File: src/rtl/servo_pwm_gen.sv
// rtl/servo_pwm_gen.sv - fixed-period servo PWM generator with frame-aligned duty and enable (option macro: SERVO_PWM_CLAMP_EN)
module servo_pwm_gen #(
    parameter int PERIOD_CLKS = 1000000,
    parameter int MIN_CLKS    = 25000,
    parameter int MAX_CLKS    = 125000
) (
    input  logic        iClk,
    input  logic        iRst,
    input  logic        iEn,
    input  logic [31:0] iDuty,
    output logic        oPwm,
    output logic        oFrame,
    output logic        oActive,
    output logic [31:0] oDuty,
    output logic        oClamp
);

    localparam int CW = $clog2(PERIOD_CLKS);
    localparam logic [CW-1:0] LAST = CW'(PERIOD_CLKS - 1);

    typedef enum logic [1:0] {IDLE, RUN, DRAIN} state_t;

    state_t        state, stateNext;
    logic [CW-1:0] cnt, cntNext;
    logic [31:0]   dutyQ, dutyNext, loadDuty;
    logic          clampHit, clampNext, activeNext;

    // Reject parameter sets that would make the period or pulse limits meaningless
    if (PERIOD_CLKS < 2 || MIN_CLKS > MAX_CLKS || MAX_CLKS >= PERIOD_CLKS) begin : gBadParams
        $error("servo_pwm_gen: illegal PERIOD_CLKS/MIN_CLKS/MAX_CLKS combination");
    end

`ifdef SERVO_PWM_CLAMP_EN
    // Saturate the incoming duty into the servo's legal pulse range
    always_comb begin
        loadDuty = iDuty;
        clampHit = 1'b0;
        if (iDuty < 32'(MIN_CLKS)) begin
            loadDuty = 32'(MIN_CLKS);
            clampHit = 1'b1;
        end else if (iDuty > 32'(MAX_CLKS)) begin
            loadDuty = 32'(MAX_CLKS);
            clampHit = 1'b1;
        end
    end
`else
    assign loadDuty = iDuty;
    assign clampHit = 1'b0;
`endif

    // Next-state: duty only reloads on enable or at a period wrap, so pulses are never cut or stretched
    always_comb begin
        stateNext = state;
        cntNext   = cnt;
        dutyNext  = dutyQ;
        clampNext = 1'b0;
        case (state)
            IDLE: begin
                cntNext = '0;
                if (iEn) begin
                    stateNext = RUN;
                    dutyNext  = loadDuty;
                    clampNext = clampHit;
                end
            end
            RUN, DRAIN: begin
                if (cnt == LAST) begin
                    cntNext = '0;
                    if (iEn) begin
                        stateNext = RUN;
                        dutyNext  = loadDuty;
                        clampNext = clampHit;
                    end else begin
                        stateNext = IDLE;
                    end
                end else begin
                    cntNext   = cnt + 1'b1;
                    stateNext = iEn ? RUN : DRAIN;
                end
            end
            default: begin
                stateNext = IDLE;
                cntNext   = '0;
            end
        endcase
        activeNext = (stateNext != IDLE);
    end

    // State, counter, shadow duty and outputs registered from next-state values so oPwm is glitch-free
    always_ff @(posedge iClk) begin
        if (iRst) begin
            state   <= IDLE;
            cnt     <= '0;
            dutyQ   <= '0;
            oPwm    <= 1'b0;
            oFrame  <= 1'b0;
            oActive <= 1'b0;
            oClamp  <= 1'b0;
        end else begin
            state   <= stateNext;
            cnt     <= cntNext;
            dutyQ   <= dutyNext;
            oPwm    <= activeNext && (32'(cntNext) < dutyNext);
            oFrame  <= activeNext && (cntNext == '0);
            oActive <= activeNext;
            oClamp  <= clampNext;
        end
    end

    assign oDuty = dutyQ;

endmodule
File: config.mk
export PLATFORM = sky130hd
export DESIGN_NAME = servo_pwm_gen
export DESIGN_NICKNAME = d
export VERILOG_FILES = /design/src/rtl/servo_pwm_gen.sv
export SDC_FILE = /design/constraint.sdc
export NUM_CORES = 1
export LEC_CHECK = 0
export CAP_MARGIN = 25
export CORE_MARGIN = 10
export CORE_UTILIZATION = 50
export DETAILED_ROUTE_END_ITERATION = 10
export GPL_TIMING_DRIVEN = 1
export PLACE_DENSITY = 0.79
export SLEW_MARGIN = 5
export SYNTH_ARGS = -nofsm -noshare
export SYNTH_HDL_FRONTEND = slang
export SYNTH_SLANG_ARGS = --single-unit
File: constraint.sdc
create_clock -name iClk -period 4.9 [get_ports iClk]
set_input_delay 0.49 -clock iClk [delete_from_list [all_inputs] [get_ports iClk]]
set_output_delay 0.49 -clock iClk [all_outputs]
set_load 0.005 [all_outputs]
==> summary.md, run 1 <==
| Metric | Value |
|---|---|
| Outcome | `finished, final reports clean` |
| Global-route wire length before repair | `~14 mm` |
| Post-cts gate resize count | `0` |
| Clock slew at reported path FFs | `about 70 ps` |
| Ant. Diodes | `0` |
| Net Sw Frac | `a little over a quarter` |
| Core area | `roughly 6000 um^2` |
| Htree depth | `3` |
| DR vias/cell | `5.825` |
| CTS buffer count | `9` |
| FF-to-FF path depth | `13` |
| Sequential area share after synthesis | `35.95%` |
| Ports | `71` |
| Data arrival time of the worst path | `around 4500 ps` |
| Delay-heaviest family, CP | `simple AND/OR/NAND/NOR gates` |
| Initial Utilization | `between 50% and 60%` |
| Unrepaired setup endpoints after global routing | `false` |
| Yosys warning count | `0` |
| Clk Latency, worst-skew pair | `between 300 and 400 ps` |
| Mapped Cells | `379` |
| Crit-path cells | `ha_1 -> inv_1 -> or4_4 -> or2_4 -> nand2_1 -> nor2_1 -> ha_1 -> a21o_1 -> a221o_1 -> a221oi_1 -> o21ai_0 -> o31a_1 -> nor2_1` |
| Global Route Usage Sum | `~17%` |
| WL/cell | `about 17 um` |
| Worst slew pin tran | `a little under 700 ps` |
| Max Freq | `around 240 MHz` |
| 1st-iter DRT viols | `around 180` |
| Total wire length | `approximately 8.7 mm` |
| Gpl congestion | `a little under 0.9` |
| Dpl cell area | `approximately 3800 um^2` |
| Met2 wire len | `3.922 mm` |
| #FFs+latches synth | `57` |
| Most frequent cells in the layout | `78 x nor2_1, 69 x clkdlybuf4s50_1, 57 x dfxtp_1` |
| Clock Tree Root | `clkbuf_8` |
| Sw power | `approximately 0.00033 W` |
| Die area | `9936 um^2` |
| Peak supply drop | `approximately 0.00018 V` |
| Final Skew | `around 11 ps` |
| Slowest cell on crit path | `or4_4` |
| Slowest Stage Delay on Critical Path | `600 ps` |
| Worst-path fanout max | `23` |
| Critical Path Start Type | `register` |
| Reg-to-Reg End | `oPwm` |
| Leak Pwr | `around 1.5 nW` |
| Setup bufs post-CTS | `0` |
| Setup WS pre-CTS | `706.7 ps` |
| Post-route ant nets | `0` |
| # setup viols final | `0` |
| CTS tree | `done` |
| Die Ht | `between 90 and 100 um` |
| Pwr Density | `298.5 nW/um^2` |
| Slew Limit Fails | `0` |
| Internal power | `a little under 0.0009 W` |
| Hold_buf cts | `0` |
| Non-filler instance count after layout | `513` |
| Most common cell after layout, fill and taps aside | `nor2_1` |
| Final #Nets | `roughly 500` |
| Synth unique cells | `54` |
| Placed cells | `497` |
| Fin crit period | `between 4000 and 5000 ps` |
| Syn_nets | `436` |
| Clock power frac | `a little over a third` |
| Cell Area, Synth | `3174 um^2` |
| Antenna violations before repair | `0` |
| Num rows | `28` |
| Largest net degree at the start of global routing | `39` |
| Worst setup path start | `cnt[0]` |
| Metal-1 WL | `between 3 and 4 mm` |
| DR WL met3 | `~680 um` |
| Critical path endpoint | `oPwm` |
| EDFF count, synth | `0` |
| Longest Clk Path Bufs | `2` |
| Flop pwr share | `a little over two fifths` |
| Async SR Flop Fraction | `0%` |
| Hold Path Class | `reg2reg` |
| Combinational group share of total power | `between 20% and 30%` |
| IO Port Bufs | `around 70` |
| Grt ovf | `0` |
| Setup TNS | `0 ps` |
| DP HPWL | `roughly 6.7 mm` |
| Top_reg_cell synth | `dfxtp_1` |
| CP required | `5180 ps` |
| Vias in the first global route | `roughly 2900` |
| Layout cells sized above 1 | `under 10%` |
| Critical path type | `reg2reg` |
| Uppermost layer routed | `met4` |
| DRT Pass-1 Iters | `5` |
| CP endpoint kind | `register` |
| Overall power | `between 0.001 and 0.0015 W` |
| Clk sinks | `57` |
| Critical path buffer and inverter count | `1` |
| Max-Cap Viols | `0` |
| Rel. slew slack | `a little over half` |
| R2R Path Start | `cnt[0]` |
| Hold Vio Cnt, Final | `0` |
| Final Cell Area | `4051 um^2` |
| Total number of vias | `between 2000 and 3000` |
| Layout area overhead | `27.63%` |
| Crit share post-route | `a little under nine tenths` |
| Post-Syn Area per Cell | `approximately 8.4 um^2` |
| Final WS setup | `just under 700 ps` |
| R2R Setup Slk | `680 ps` |
| Remaining DRCs | `0` |
| Chip Width | `99.68 um` |
| CP Depth | `13` |
==> logic make-up after synthesis <==
| logic type | Yosys count | synth area share (%) |
|---|---|---|
| AO/OA/AOI/OAI | 74 | 17.26 |
| XOR/XNOR | 19 | 5.242 |
| adder cells (fa/ha/maj) | 22 | 8.672 |
| buffers and inverters | 39 | 6.031 |
| flip-flops | 57 | 35.95 |
| multiplexers | 4 | 1.419 |
| other | 1 | 0.1181 |
| AND/OR/NAND/NOR | 163 | 25.31 |
==> worst register-to-register path: stages, from the launching register on <==
cell,delay [ps]
dfxtp_1,480
ha_1,360
inv_1,130
or4_4,600
or2_4,290
nand2_1,520
nor2_1,130
ha_1,330
a21o_1,170
a221o_1,340
a221oi_1,280
o21ai_0,140
o31a_1,310
nor2_1,90
==> Yosys cell counts (2+ instances only) <==
cell / count / area [um^2]
and4_1: 2 / 17.52
o2111ai_1: 2 / 17.52
o21ai_0: 8 / 40.04
nor4bb_1: 2 / 20.02
o21a_1: 3 / 22.52
nor4b_1: 2 / 17.52
a221o_1: 2 / 20.02
a22oi_1: 31 / 232.7
buf_2: 2 / 10.01
or2_2: 2 / 12.51
nand4_1: 10 / 62.56
mux2i_1: 3 / 30.03
xnor2_1: 11 / 96.34
o31a_1: 2 / 17.52
buf_4: 2 / 15.01
nand2_1: 18 / 67.56
nor2_1: 78 / 292.8
a211oi_1: 4 / 30.03
xor2_1: 8 / 70.07
clkbuf_1: 21 / 78.83
a21o_1: 7 / 52.55
dfxtp_1: 57 / 1141
nor4_1: 13 / 81.33
a221oi_1: 3 / 26.28
nand3_1: 11 / 55.05
and3_1: 6 / 37.54
nor3_1: 9 / 45.04
a21oi_1: 3 / 15.01
clkbuf_8: 2 / 27.53
inv_1: 10 / 37.54
ha_1: 22 / 275.3
==> stage by stage <==
| stage | util (%) | hold WS, ps |
|---|---|---|
| floorplan | - | 478.0 |
| global placement | 63.58 | 510.8 |
| detailed placement | 63.58 | 512.0 |
| CTS | 66.82 | 526.2 |
| global route | 67.23 | 551.0 |
| finish | 67.23 | 525.3 |
==> power groups by stage <==
stage	Clock [W]	Combinational [W]	Sequential, W
6_report	0.000439	0.000258	0.000512
5_1_grt	0.000462	0.000284	0.000515
3_5_place_dp	0	0.000249	0.000521
3_3_place_gp	0	0.000245	0.000521
4_1_cts	0.000447	0.000250	0.000512
2_1_floorplan	0	0.000131	0.000521
==> layout make-up <==
type	count	area [um^2]
fill	515	1974
multi-input combinational	283	1846
sequential	57	1141
timing repair buffer	73	738.2
clock buffer	12	155.1
tap	75	93.84
clock inverter	3	40.04
inverter	10	37.54
==> worst min-delay path by stage <==
| stage | startpoint | to | slack [ps] | cells past startpoint |
|---|---|---|---|---|
| finish | state[1] | state[1] | 530 | 2 |
| global route | state[0] | state[0] | 550 | 2 |
| CTS | state[0] | state[0] | 530 | 2 |
| detailed placement | state[0] | state[0] | 510 | 2 |
| global placement | state[1] | state[1] | 510 | 2 |
| floorplan | state[1] | state[1] | 480 | 2 |
==> registers in the layout, summed over array words and instances, names as in the netlist <==
| name | cells |
|---|---|
| oDuty | 32 |
| cnt | 20 |
| state | 2 |
| oActive | 1 |
| oFrame | 1 |
| oPwm | 1 |
==> routing by layer <==
| layer | vias up | track usage (%) |
|---|---|---|
| li1 | 1488 | - |
| met5 | - | 0 |
| met1 | 1374 | 21.55 |
| met3 | 16 | 6.298 |
| met2 | 110 | 25.39 |
| met4 | 0 | 7.497 |
Note: power is estimated with default switching activity, not from simulation.
==> inputs of run 2 (changes only) <==
--- a/config.mk
+++ b/config.mk
@@ -6,7 +6,6 @@
 export NUM_CORES = 1
 export LEC_CHECK = 0
 export CAP_MARGIN = 25
-export CORE_MARGIN = 10
 export CORE_UTILIZATION = 50
 export DETAILED_ROUTE_END_ITERATION = 10
 export GPL_TIMING_DRIVEN = 1
==> summary.md, run 2 (synthesized netlist as in run 1, its figures left out) <==
| Metric | Value |
|---|---|
| Rel. slew slack | `52.07% (was 53.58%)` |
| Worst-path fanout max | `18 (was 23)` |
| Global-route wire length before repair | `13.55 mm (was 14.01 mm)` |
| CTS buffer count | `9 (unchanged)` |
| Hold Vio Cnt, Final | `0 (unchanged)` |
| Final #Nets | `491 (unchanged)` |
| Gpl congestion | `0.9043 (was 0.8788)` |
| Crit share post-route | `85.60% (was 86.03%)` |
| Setup WS pre-CTS | `782.1 ps (was 706.7 ps)` |
| Post-route ant nets | `0 (unchanged)` |
| Hold_buf cts | `0 (unchanged)` |
| Met3 usage | `5.778% (was 6.298%)` |
| Hold Path Class | `reg2reg (unchanged)` |
| Htree depth | `3 (unchanged)` |
| Max-Cap Viols | `0 (unchanged)` |
| Slew Limit Fails | `0 (unchanged)` |
| Global Route Usage Sum | `26.93% (was 17.12%)` |
| Clk Latency, worst-skew pair | `330 ps (was 340 ps)` |
| Antenna violations before repair | `0 (unchanged)` |
| Max reg flops | `32 (unchanged)` |
| Clk sinks | `57 (unchanged)` |
| IO Port Bufs | `69 (unchanged)` |
| Ports | `71 (unchanged)` |
| Ant. Diodes | `0 (unchanged)` |
| Filler cells | `524 (was 515)` |
| Max Freq | `238.4 MHz (was 237.2 MHz)` |
| Peak supply drop | `0.0001859 V (was 0.0001777 V)` |
| Die area | `6672 um^2 (was 9936 um^2)` |
| DR vias/cell | `5.930 (was 5.825)` |
| DP HPWL | `6.125 mm (was 6.693 mm)` |
| Global Route met1 Usage | `35.87% (was 21.55%)` |
| Longest Clk Path Bufs | `2 (unchanged)` |
| Dpl cell area | `3839 um^2 (was 3831 um^2)` |
| Setup TNS | `0 ps (unchanged)` |
| Grt ovf | `0 (unchanged)` |
| R2R Setup Slk | `710 ps (was 680 ps)` |
| Unrepaired setup endpoints after global routing | `false (unchanged)` |
| Pwr Density | `302.6 nW/um^2 (was 298.5 nW/um^2)` |
| Num rows | `28 (unchanged)` |
| Setup bufs post-CTS | `0 (unchanged)` |
| # setup viols final | `0 (unchanged)` |
| Remaining DRCs | `0 (unchanged)` |
| R2R Path Start | `cnt[0] (unchanged)` |
| Leak Pwr | `1.538 nW (was 1.541 nW)` |
| 1st-iter DRT viols | `264 (was 183)` |
| Layout area overhead | `27.47% (was 27.63%)` |
| FF-to-FF path depth | `13 (unchanged)` |
| Final WS setup | `705.6 ps (was 684.7 ps)` |
| Critical path type | `reg2reg (unchanged)` |
| Post-cts gate resize count | `0 (unchanged)` |
| Final Skew | `10.71 ps (was 10.68 ps)` |
| CP required | `5180 ps (about the same)` |
| Core area | `6026 um^2 (unchanged)` |
| Worst slew pin tran | `718.8 ps (was 694.6 ps)` |
| Critical Path Start Type | `register (unchanged)` |
| Most frequent cells in the layout | `78 x nor2_1, 69 x clkdlybuf4s50_1, 57 x dfxtp_1 (unchanged)` |
| Final Cell Area | `4046 um^2 (was 4051 um^2)` |
| Clock slew at reported path FFs | `60 ps (was 70 ps)` |
| Most common cell after layout, fill and taps aside | `nor2_1 (unchanged)` |
| Placed cells | `498 (was 497)` |
| Initial Utilization | `52.68% (unchanged)` |
| Met2 usage | `41.08% (was 25.39%)` |
| Fin crit period | `4194 ps (was 4215 ps)` |
| Worst setup path start | `cnt[0] (unchanged)` |
| Vias in the first global route | `2851 (was 2910)` |
| Reg-to-Reg End | `oPwm (unchanged)` |
| Non-filler instance count after layout | `514 (was 513)` |
| Critical path endpoint | `oPwm (unchanged)` |
| DRT Pass-1 Iters | `5 (unchanged)` |
| Total number of vias | `3048 (was 2988)` |
| WL/cell | `16.30 um (was 17.01 um)` |
| Largest net degree at the start of global routing | `39 (unchanged)` |
| CTS tree | `done (unchanged)` |
| CP endpoint kind | `register (unchanged)` |
| GR peak layer | `met2 (unchanged)` |
| Die Ht | `81.68 um (was 99.68 um)` |
| Chip Width | `81.68 um (was 99.68 um)` |
| Total wire length | `8.378 mm (was 8.728 mm)` |
| Layout cells sized above 1 | `6.150% (was 6.164%)` |
| Outcome | `finished, final reports clean (unchanged)` |
| Clock Tree Root | `clkbuf_8 (unchanged)` |
| Data arrival time of the worst path | `4470 ps (was 4490 ps)` |
[run 2: metal layers]
metal	vias up	share of wire (%)
li1	1481	-
met1	1423	46
met2	122	45
met3	22	7.0
met4	0	1.9
met5	-	0
[run 2: area by class of cell]
| type | count | area, um^2 | area share [%] |
|---|---|---|---|
| repair buffers | 73 | 720.7 | 17.81 |
| well taps | 75 | 93.84 | 2.319 |
| clock inverters | 2 | 35.03 | 0.8658 |
| clock buffers | 14 | 172.7 | 4.267 |
| flip-flops and latches | 57 | 1141 | 28.20 |
| multi-input cells | 283 | 1846 | 45.61 |
| inverters | 10 | 37.54 | 0.9276 |
[run 2: worst max-delay path, cell delays in order, from the launching register on]
cell and delay, ps:
dfxtp_1 470, ha_1 380, inv_1 130, or4_4 590, or2_4 300, nand2_1 430, nor2_1 150, ha_1 360
a21o_1 200, a221o_1 290, a221oi_1 310, o21ai_0 130, o31a_1 310, nor2_1 90
[run 2: through the flow]
step	hold WS [ps]	total power [W]	utilization, %
after floorplan	478.0	0.0006514	-
after global placement	503.6	0.0007666	63.70
after detailed placement	510.4	0.0007711	63.70
after CTS	520.5	0.001228	67.15
after global routing	546.6	0.001282	67.15
final	519.4	0.001224	67.15
[run 2: report_power, final]
group / total, W / switching [W] / internal [W]
combinational: 0.000254 / 0.000131 / 0.000123
clock: 0.000459 / 0.000183 / 0.000276
sequential: 0.000512 / 0.0000194 / 0.000492
total: 0.00122 / 0.000333 / 0.000892
[run 2: how the worst min path moves through the flow]
stage / from / end / slack, ps / cells after the start
2_1_floorplan: state[1] / state[1] / 480 / 2
3_3_place_gp: cnt[0] / cnt[0] / 500 / 1
3_5_place_dp: state[0] / state[0] / 510 / 2
4_1_cts: state[0] / state[0] / 520 / 2
5_1_grt: state[0] / state[0] / 550 / 2
6_report: state[0] / state[0] / 520 / 2
